## config.mk

```make
export PLATFORM = sky130hd
export DESIGN_NAME = fetch_unit_flat
export DESIGN_NICKNAME = d
export VERILOG_FILES = /design/src/rtl/cpu_pkg.sv /design/src/rtl/fetch_unit_if.sv /design/src/rtl/fetch_queue.sv /design/src/rtl/fetch_unit.sv /design/src/flat_wrapper.sv
export SDC_FILE = /design/constraint.sdc
export NUM_CORES = 1
export LEC_CHECK = 0
export CAP_MARGIN = 40
export CORE_UTILIZATION = 56
export DETAILED_ROUTE_END_ITERATION = 10
export PLACE_DENSITY_LB_ADDON = 0.3
export RECOVER_POWER = 25
export SYNTH_ARGS = -nofsm -noshare
export SYNTH_HDL_FRONTEND = slang
export SYNTH_HIERARCHICAL = 1
export SYNTH_SLANG_ARGS = --single-unit
```

## constraint.sdc

```tcl
create_clock -name clk -period 10.8 [get_ports clk]
set_input_delay 2.16 -clock clk [delete_from_list [all_inputs] [get_ports clk]]
set_output_delay 2.16 -clock clk [all_outputs]
set_load 0.02 [all_outputs]
```

## src/rtl/cpu_pkg.sv

```systemverilog
// ---------------------------------------------------------------------------
// cpu_pkg
// Shared definitions for the reduced RISC-V core front end.
//   fetch_state_t    : fetch FSM encoding (BOOT, RUN, WAIT, DROP)
//   INSTR_BYTES      : size of one instruction word in bytes
//   DEFAULT_RESET_PC : first fetch address after reset
// ---------------------------------------------------------------------------
package cpu_pkg;

    typedef enum logic [1:0] {
        BOOT = 2'd0,
        RUN  = 2'd1,
        WAIT = 2'd2,
        DROP = 2'd3
    } fetch_state_t;

    localparam int          INSTR_BYTES      = 4;
    localparam logic [31:0] DEFAULT_RESET_PC = 32'h0000_0000;

endpackage

```

## src/rtl/fetch_unit_if.sv

```systemverilog
// ---------------------------------------------------------------------------
// fetch_unit_if
// Groups the fetch stage's instruction-memory bus, the decode handshake and
// the branch-redirect inputs.
//   imem_req/imem_addr            : read request to instruction memory
//   imem_rvalid/imem_rdata        : read response from instruction memory
//   instr_valid/instr_ready       : valid/ready handshake toward decode
//   instr/instr_pc                : head instruction and its fetch address
//   PCsrc/branch_pc/ImmOp         : taken-branch redirect from decode
// Modports: master = fetch unit side, slave = memory/decode side.
// ---------------------------------------------------------------------------
interface fetch_unit_if #(
    parameter int WIDTH = 32
);
    logic             imem_req;
    logic [WIDTH-1:0] imem_addr;
    logic             imem_rvalid;
    logic [WIDTH-1:0] imem_rdata;
    logic             instr_valid;
    logic             instr_ready;
    logic [WIDTH-1:0] instr;
    logic [WIDTH-1:0] instr_pc;
    logic             PCsrc;
    logic [WIDTH-1:0] branch_pc;
    logic [WIDTH-1:0] ImmOp;

    modport master (
        output imem_req, imem_addr, instr_valid, instr, instr_pc,
        input  imem_rvalid, imem_rdata, instr_ready, PCsrc, branch_pc, ImmOp
    );

    modport slave (
        input  imem_req, imem_addr, instr_valid, instr, instr_pc,
        output imem_rvalid, imem_rdata, instr_ready, PCsrc, branch_pc, ImmOp
    );
endinterface

```

## src/rtl/fetch_queue.sv

```systemverilog
// ---------------------------------------------------------------------------
// fetch_queue
// Two-entry FIFO of {instruction, fetch address}. Entry 0 is always the head.
//   clk, rst            : clock, asynchronous active-high reset
//   push, push_instr,
//   push_pc             : enqueue one entry
//   pop                 : dequeue the head (ignored when empty)
//   flush               : empty the queue; overrides push and pop
//   count               : number of valid entries (0..2)
//   head_valid,
//   head_instr, head_pc : head entry
// ---------------------------------------------------------------------------
module fetch_queue #(
    parameter int WIDTH = 32
) (
    input  logic             clk,
    input  logic             rst,
    input  logic             push,
    input  logic [WIDTH-1:0] push_instr,
    input  logic [WIDTH-1:0] push_pc,
    input  logic             pop,
    input  logic             flush,
    output logic [1:0]       count,
    output logic             head_valid,
    output logic [WIDTH-1:0] head_instr,
    output logic [WIDTH-1:0] head_pc
);
    logic [WIDTH-1:0] instr0, pc0, instr1, pc1;
    logic [1:0]       count_q;
    logic             do_pop, do_push;

    // A push into a full queue is only legal when the head leaves the same cycle.
    assign do_pop  = pop && (count_q != 2'd0);
    assign do_push = push && ((count_q != 2'd2) || do_pop);

    always_ff @(posedge clk or posedge rst) begin
        if (rst) begin
            instr0  <= '0;
            pc0     <= '0;
            instr1  <= '0;
            pc1     <= '0;
            count_q <= 2'd0;
        end else if (flush) begin
            count_q <= 2'd0;
        end else begin
            case ({do_push, do_pop})
                2'b10: begin
                    if (count_q == 2'd0) begin
                        instr0 <= push_instr;
                        pc0    <= push_pc;
                    end else begin
                        instr1 <= push_instr;
                        pc1    <= push_pc;
                    end
                    count_q <= count_q + 2'd1;
                end
                2'b01: begin
                    instr0  <= instr1;
                    pc0     <= pc1;
                    count_q <= count_q - 2'd1;
                end
                2'b11: begin
                    // Count unchanged; the new entry lands behind whatever remains.
                    if (count_q == 2'd1) begin
                        instr0 <= push_instr;
                        pc0    <= push_pc;
                    end else begin
                        instr0 <= instr1;
                        pc0    <= pc1;
                        instr1 <= push_instr;
                        pc1    <= push_pc;
                    end
                end
                default: ;
            endcase
        end
    end

    assign count      = count_q;
    assign head_valid = (count_q != 2'd0);
    assign head_instr = instr0;
    assign head_pc    = pc0;

endmodule

```

## src/rtl/fetch_unit.sv

```systemverilog
// ---------------------------------------------------------------------------
// fetch_unit
// Instruction-fetch stage: owns the PC, issues one word read at a time to
// instruction memory, buffers responses in a 2-entry queue and hands them to
// decode over valid/ready. A taken-branch redirect flushes the queue and
// discards any response still in flight.
//   clk  : clock, rising edge
//   rst  : asynchronous active-high reset
//   bus  : fetch_unit_if.master (imem request/response, decode handshake,
//          redirect inputs PCsrc/branch_pc/ImmOp)
// ---------------------------------------------------------------------------
module fetch_unit
    import cpu_pkg::*;
#(
    parameter int               WIDTH    = 32,
    parameter logic [WIDTH-1:0] RESET_PC = WIDTH'(DEFAULT_RESET_PC)
) (
    input  logic         clk,
    input  logic         rst,
    fetch_unit_if.master bus
);
    fetch_state_t     state_q, state_d;
    logic [WIDTH-1:0] pc_q, pc_d;
    logic [WIDTH-1:0] target_sum, target;
    logic [WIDTH-1:0] req_pc;
    logic [1:0]       count;
    logic             redirect, issue, push, pop;

    // Redirect target: branch_pc + ImmOp, word aligned, wrapping.
    assign target_sum = bus.branch_pc + bus.ImmOp;
    assign target     = {target_sum[WIDTH-1:2], 2'b00};

    // While a kept request is outstanding no redirect has happened since it was
    // issued, so its address is simply one word behind the current pc.
    assign req_pc = pc_q - WIDTH'(INSTR_BYTES);

    assign redirect = bus.PCsrc && (state_q != BOOT);
    assign issue    = (state_q == RUN) && (count != 2'd2) && !bus.PCsrc;
    assign push     = (state_q == WAIT) && bus.imem_rvalid && !bus.PCsrc;
    assign pop      = bus.instr_valid && bus.instr_ready;

    assign bus.imem_req  = issue;
    assign bus.imem_addr = pc_q;

    always_ff @(posedge clk or posedge rst) begin
        if (rst) begin
            state_q <= BOOT;
            pc_q    <= RESET_PC;
        end else begin
            state_q <= state_d;
            pc_q    <= pc_d;
        end
    end

    always_comb begin
        state_d = state_q;
        pc_d    = pc_q;
        if (redirect)
            pc_d = target;
        else if (issue)
            pc_d = pc_q + WIDTH'(INSTR_BYTES);

        case (state_q)
            BOOT: state_d = RUN;
            RUN: begin
                if (issue)
                    state_d = WAIT;
            end
            WAIT: begin
                if (bus.imem_rvalid)
                    state_d = RUN;
                else if (bus.PCsrc)
                    state_d = DROP;
            end
            DROP: begin
                if (bus.imem_rvalid)
                    state_d = RUN;
            end
            default: state_d = BOOT;
        endcase
    end

    fetch_queue #(
        .WIDTH (WIDTH)
    ) u_queue (
        .clk        (clk),
        .rst        (rst),
        .push       (push),
        .push_instr (bus.imem_rdata),
        .push_pc    (req_pc),
        .pop        (pop),
        .flush      (redirect),
        .count      (count),
        .head_valid (bus.instr_valid),
        .head_instr (bus.instr),
        .head_pc    (bus.instr_pc)
    );

endmodule

```

## src/flat_wrapper.sv

```systemverilog
// flat-port wrapper written by rule: the top's interface ports become plain ports
module fetch_unit_flat import cpu_pkg::*;
#(
    parameter int               WIDTH    = 32,
    parameter logic [WIDTH-1:0] RESET_PC = WIDTH'(DEFAULT_RESET_PC)
)
  (clk, rst, bus_imem_req, bus_imem_addr, bus_instr_valid, bus_instr, bus_instr_pc, bus_imem_rvalid, bus_imem_rdata, bus_instr_ready, bus_PCsrc, bus_branch_pc, bus_ImmOp);
  fetch_unit_if #(.WIDTH(WIDTH)) bus_i ();
  input  logic clk;
  input  logic rst;
  output wire logic [$bits(bus_i.imem_req)-1:0] bus_imem_req;
  output wire logic [$bits(bus_i.imem_addr)-1:0] bus_imem_addr;
  output wire logic [$bits(bus_i.instr_valid)-1:0] bus_instr_valid;
  output wire logic [$bits(bus_i.instr)-1:0] bus_instr;
  output wire logic [$bits(bus_i.instr_pc)-1:0] bus_instr_pc;
  input wire logic [$bits(bus_i.imem_rvalid)-1:0] bus_imem_rvalid;
  input wire logic [$bits(bus_i.imem_rdata)-1:0] bus_imem_rdata;
  input wire logic [$bits(bus_i.instr_ready)-1:0] bus_instr_ready;
  input wire logic [$bits(bus_i.PCsrc)-1:0] bus_PCsrc;
  input wire logic [$bits(bus_i.branch_pc)-1:0] bus_branch_pc;
  input wire logic [$bits(bus_i.ImmOp)-1:0] bus_ImmOp;
  assign bus_imem_req = bus_i.imem_req;
  assign bus_imem_addr = bus_i.imem_addr;
  assign bus_instr_valid = bus_i.instr_valid;
  assign bus_instr = bus_i.instr;
  assign bus_instr_pc = bus_i.instr_pc;
  assign bus_i.imem_rvalid = bus_imem_rvalid;
  assign bus_i.imem_rdata = bus_imem_rdata;
  assign bus_i.instr_ready = bus_instr_ready;
  assign bus_i.PCsrc = bus_PCsrc;
  assign bus_i.branch_pc = bus_branch_pc;
  assign bus_i.ImmOp = bus_ImmOp;
  fetch_unit #(.WIDTH(WIDTH), .RESET_PC(RESET_PC)) u_core (.clk(clk), .rst(rst), .bus(bus_i));
endmodule
```

=== Word-level counts from Yosys, hierarchy flattened ===
Index checks and enable logic that the tools add are counted.

* Add/sub/neg operators: 5
* Bitwise logic cells: 1
* Reductions and logical operators: 21
* Eq/ne operators: 14
* Multiplexer cells: 21

{| class="wikitable"
|+ Operators by type and width
! operator !! count
|-
| two-way mux 32 bit || 10
|-
| one-hot mux 32 bit (3 select lines) || 2
|-
| one-hot mux 32 bit (2 select lines) || 2
|-
| adder 32 x 3 -> 32 bit (second input constant) || 1
|-
| adder 32 bit || 1
|-
| subtractor 32 x 3 -> 32 bit (second input constant) || 1
|-
| != test 2 bit (second input constant) || 6
|-
| two-way mux 2 bit || 5
|-
| == test 2 bit (second input constant) || 4
|-
| logical AND 1 bit || 8
|-
| one-hot mux 2 bit (4 select lines) || 1
|-
| nonzero test 2 bit || 4
|-
| == test 2 x 1 -> 1 bit (second input constant) || 3
|-
| AND reduction 3 bit || 2
|-
| nonzero test 3 bit || 2
|-
| zero test 2 bit || 2
|-
| one-hot mux 2 bit (2 select lines) || 1
|-
| AND reduction 4 bit || 1
|-
| != test 3 bit (second input constant) || 1
|-
| adder 2 x 1 -> 2 bit (second input constant) || 1
|-
| subtractor 2 x 1 -> 2 bit (second input constant) || 1
|-
| zero test 1 bit || 1
|-
| logical OR 1 bit || 1
|-
| NOT 1 bit || 1
|}

* Flip-flop bits (word level): 164
* Output and inout port bits: 98
* Word-level logic and storage cells: 69
* Input port bits: 101

=== Depth between registers and ports, before layout ===
* Depth in word-level cells: 8
* Depth in mapped cells: 12
* Depth with buffers taken out: 11

=== Hierarchy ===
The synthesis kept the hierarchy.

{| class="wikitable"
|+ Modules (own cells, without submodules)
! module !! area each (um2) !! seq. area each (um2) !! cells an instance !! instances
|-
| fetch_queue || 5562.8 || 3253.1 || 438 || 1
|-
| fetch_unit || 3962.6 || 800.8 || 535 || 1
|}

=== Worst setup path before layout ===
Ideal clock, no wire load.

* Path type: input to output
* Start: input bus_PCsrc
* End: output bus_imem_req
* Arrival time: 2.936 ns
* Data required time: 8.640 ns
* Buffers on the path: 1
* Path slack: 5.704 ns
* Stages on the path: 4
* Cells stage by stage: inv_1 > nand3_1 > inv_1 > buf_1

* Longest elaborated chain between the ends: 2

{| class="wikitable"
|+ RTL lines
! what !! line !! source
|-
| start, declared || flat_wrapper.sv:19 || <nowiki>input wire logic [$bits(bus_i.PCsrc)-1:0] bus_PCsrc;</nowiki>
|-
| zero test 1 bit || fetch_unit.sv:38 || <nowiki>assign issue = (state_q == RUN) && (count != 2'd2) && !bus.PCsrc;</nowiki>
|-
| logical AND 1 bit || fetch_unit.sv:38 ||
|-
| end, declared || flat_wrapper.sv:11 || <nowiki>output wire logic [$bits(bus_i.imem_req)-1:0] bus_imem_req;</nowiki>
|}

No other way between the ends.

=== Worst setup path after layout ===
Same ends and word-level chain as after synthesis.

==> results.toml <==
[status]
status = "finished with violations"
violations = "max-capacitance violations, max-slew violations"

[layout]
post-route-util_pct = 73.5
diodes = 0
final_cell_mix = "194 x clkdlybuf4s50_1, 162 x dfrtp_1, 112 x a21oi_1"
ff_latch_area_mm2 = 0.00405
fill_cells = 1264
area.growth.synth_to_final_pct = 27.9
drive_gt1_share_pct = 9.87
layout.nets = 1283
finalInstanceArea_mm2 = 0.0122
mostFrequentLayoutCell = "clkdlybuf4s50_1"
multiInputGateArea_mm2 = 0.00506

[die]
core-area_mm2 = 0.0166
io_pins = 199
placementRows = 47
start_util_pct = 57.4
die-area_mm2 = 0.0175
die_w_um = 132
die_h_um = 132

[global_routing]
antenna_found_initial = 0
grt_usage_pct = 24.8
grt_start_max_net_pins = 93
grt.overflow.total = 0
grt_pass1_wl_um = 35300
grt.busiest_layer = "met2"
use_met1_pct = 33.2
grtUsageMet3_pct = 6.09
grt_pass1_vias = 7362
grtUsageMet2_pct = 40.0

[worst_hold_path]
hp-class = "reg2reg"
whs_path_depth = 1

[power_and_ir_drop]
p_total_uw = 3170
power_density_mw_per_mm2 = 260
vdd_drop_max_mv = 0.129
leakage_uw = 0.00576

[detailed_routing]
first_pass_iters = 5
drtIter0Drc = 416
drt-wirelength-per-cell_um = 15.3
wl_um = 21000
vias = 7619
antenna_left = 0
vias_per_cell = 5.54
route.detailed.drc = 0

[clocking]
clkTransAtPathRegs_ns = 0.06
post_cts_resized = 0
cts_buffer_depth = 2
cts.root.buffer_cell = "clkbuf_16"
postCtsHoldBufs = 0
insertion_delay_ns = 0.41
clock_sinks = 162
post_cts_buffers = 0
htree_levels = 4
cts_tree = "built"
cts_buffers = 17

[timing]
tightest_slew_ns = 2.60
slew_violations = 96
finalSetupViolations = 0
hold_viol = 0
hold_ws_ns = 0.495
slew_headroom_pct = -74.1
tns_ns = 0
finClkSkew_ns = 0.0118
rsz0062_at_grt = "false"
max_freq_mhz = 160
min_period_ns = 6.25
period_share_pct = 57.8

[logic_synthesis]
ys_ff_latch = 162
netlist_instances = 973
yosys_warnings = 6
syn_avg_cell_area_um2 = 9.79
syn_area_mm2 = 0.00953
ys_types = 59
async_flop_share_pct = 100
yosysSeqAreaShare_pct = 42.6
synth-main-ff-cell = "dfrtp_1"
synth_edf_count = 0

[critical_path]
crit_fanout = 16
reg2reg_depth = 11
cp.required_ns = 8.64
criticalPathCategory = "in2out"
end_kind = "output pin"
worst_ep_arrival_time_ns = 4.09
critPathLaunchType = "input pin"

[placed_design]
dp_hpwl_um = 15300
place_area_mm2 = 0.0116
numPortBuffers = 196
gp_congestion = 0.884

[flow_run]
max_cap_violations = 2
==> synthesized netlist by cell type (3+ instances only) <==
cell type    n  area share, %
nor2_1     110            4.3
clkbuf_1    31            1.2
nor3_1      12           0.63
inv_1       25           0.99
ha_1        40            5.3
mux2_2      61            7.2
and3_1      10           0.66
or2_2        4           0.26
nor4_1       8           0.53
o21ai_0     39            2.0
a21o_1       8           0.63
mux2i_1     66            6.9
buf_6       14            1.7
nand2_1     63            2.5
xor2_1      41            3.8
and4_1       3           0.28
nand3_1     22            1.2
xnor2_1     32            2.9
o31ai_1      4           0.32
a21oi_1    113            5.9
a31oi_1      5           0.33
a211oi_1     8           0.63
buf_2       12           0.63
nand4_1     15           0.99
dfrtp_1    162             43
mux2_1       5           0.59
o21a_1       3           0.24
or4_1        4           0.32
o21bai_1     3           0.24
nand2b_1     5           0.33
o22ai_1      6           0.39
==> power by group <==
group / internal (µW) / total (µW) / switching (µW) / leakage (µW)
clock: 365 / 604 / 239 / 0.000277
sequential: 893 / 1140 / 244 / 0.00203
combinational: 686 / 1430 / 742 / 0.00345
total: 1940 / 3170 / 1230 / 0.00576
==> layer usage <==
metal  up-vias  part of all wire, %
met5         -                    0
met2       224                   47
met1      3598                   46
met4         0                  1.7
li1       3771                    -
met3        26                  5.5
==> area by class of cell <==
type                            count  share of cell area (%)
Multi-Input combinational cell    731                    41.6
Inverter                           25                   0.781
Clock buffer                       20                    3.58
Sequential cell                   162                    33.3
Tap cell                          220                    2.26
Clock inverter                     12                    1.28
Timing Repair Buffer              205                    17.3
==> sequential cells by signal, indices dropped and copies added (netlist names) <==
name                       flops
u_core/u_queue/head_instr     32
u_core/u_queue/head_pc        32
u_core/u_queue/instr1         32
u_core/u_queue/pc1            32
u_core/bus.imem_addr          30
u_core/state_q                 2
u_core/u_queue/count           2
==> critical path, cell delays in order <==
cell and delay [ns]:
dlygate4sd3_1 0.55, inv_1 0.09, nand3_1 0.19, inv_1 0.40, clkdlybuf4s50_1 0.70
==> path summary, 6_finish.rpt <==
kind | start | endpoint | slack (ns)
worst max-delay path | bus_PCsrc | bus_imem_req | 4.55
worst min-delay path | u_core/u_queue/instr1[6] | u_core/u_queue/instr1[6] | 0.50
worst max register to register | u_core/bus.imem_addr[2] | u_core/u_queue/head_pc[30] | 7.22
worst min register to register | u_core/u_queue/instr1[6] | u_core/u_queue/instr1[6] | 0.50
max in group asynchronous | rst | u_core/u_queue/head_pc[15] | 6.02
min in group asynchronous | rst | u_core/bus.imem_addr[3] | 2.88
==> cell families after synthesis <==
logic type	synth area share [%]
simple gates	13.7
compound gates	12.3
flops	42.6
mux	14.7
buf+inv	4.69
xor+xnor	6.71
fa+ha+maj	5.25
other cells	0.0394
==> metrics by stage <==
stage | setup WS, ns | std cells
after global placement | 4.77 | 1339
after detailed placement | 4.73 | 1343
after floorplan | 5.17 | 978
after global routing | 4.46 | 1375
final | 4.55 | 1375
after CTS | 4.73 | 1375
Note: power is estimated with default switching activity, not from simulation.
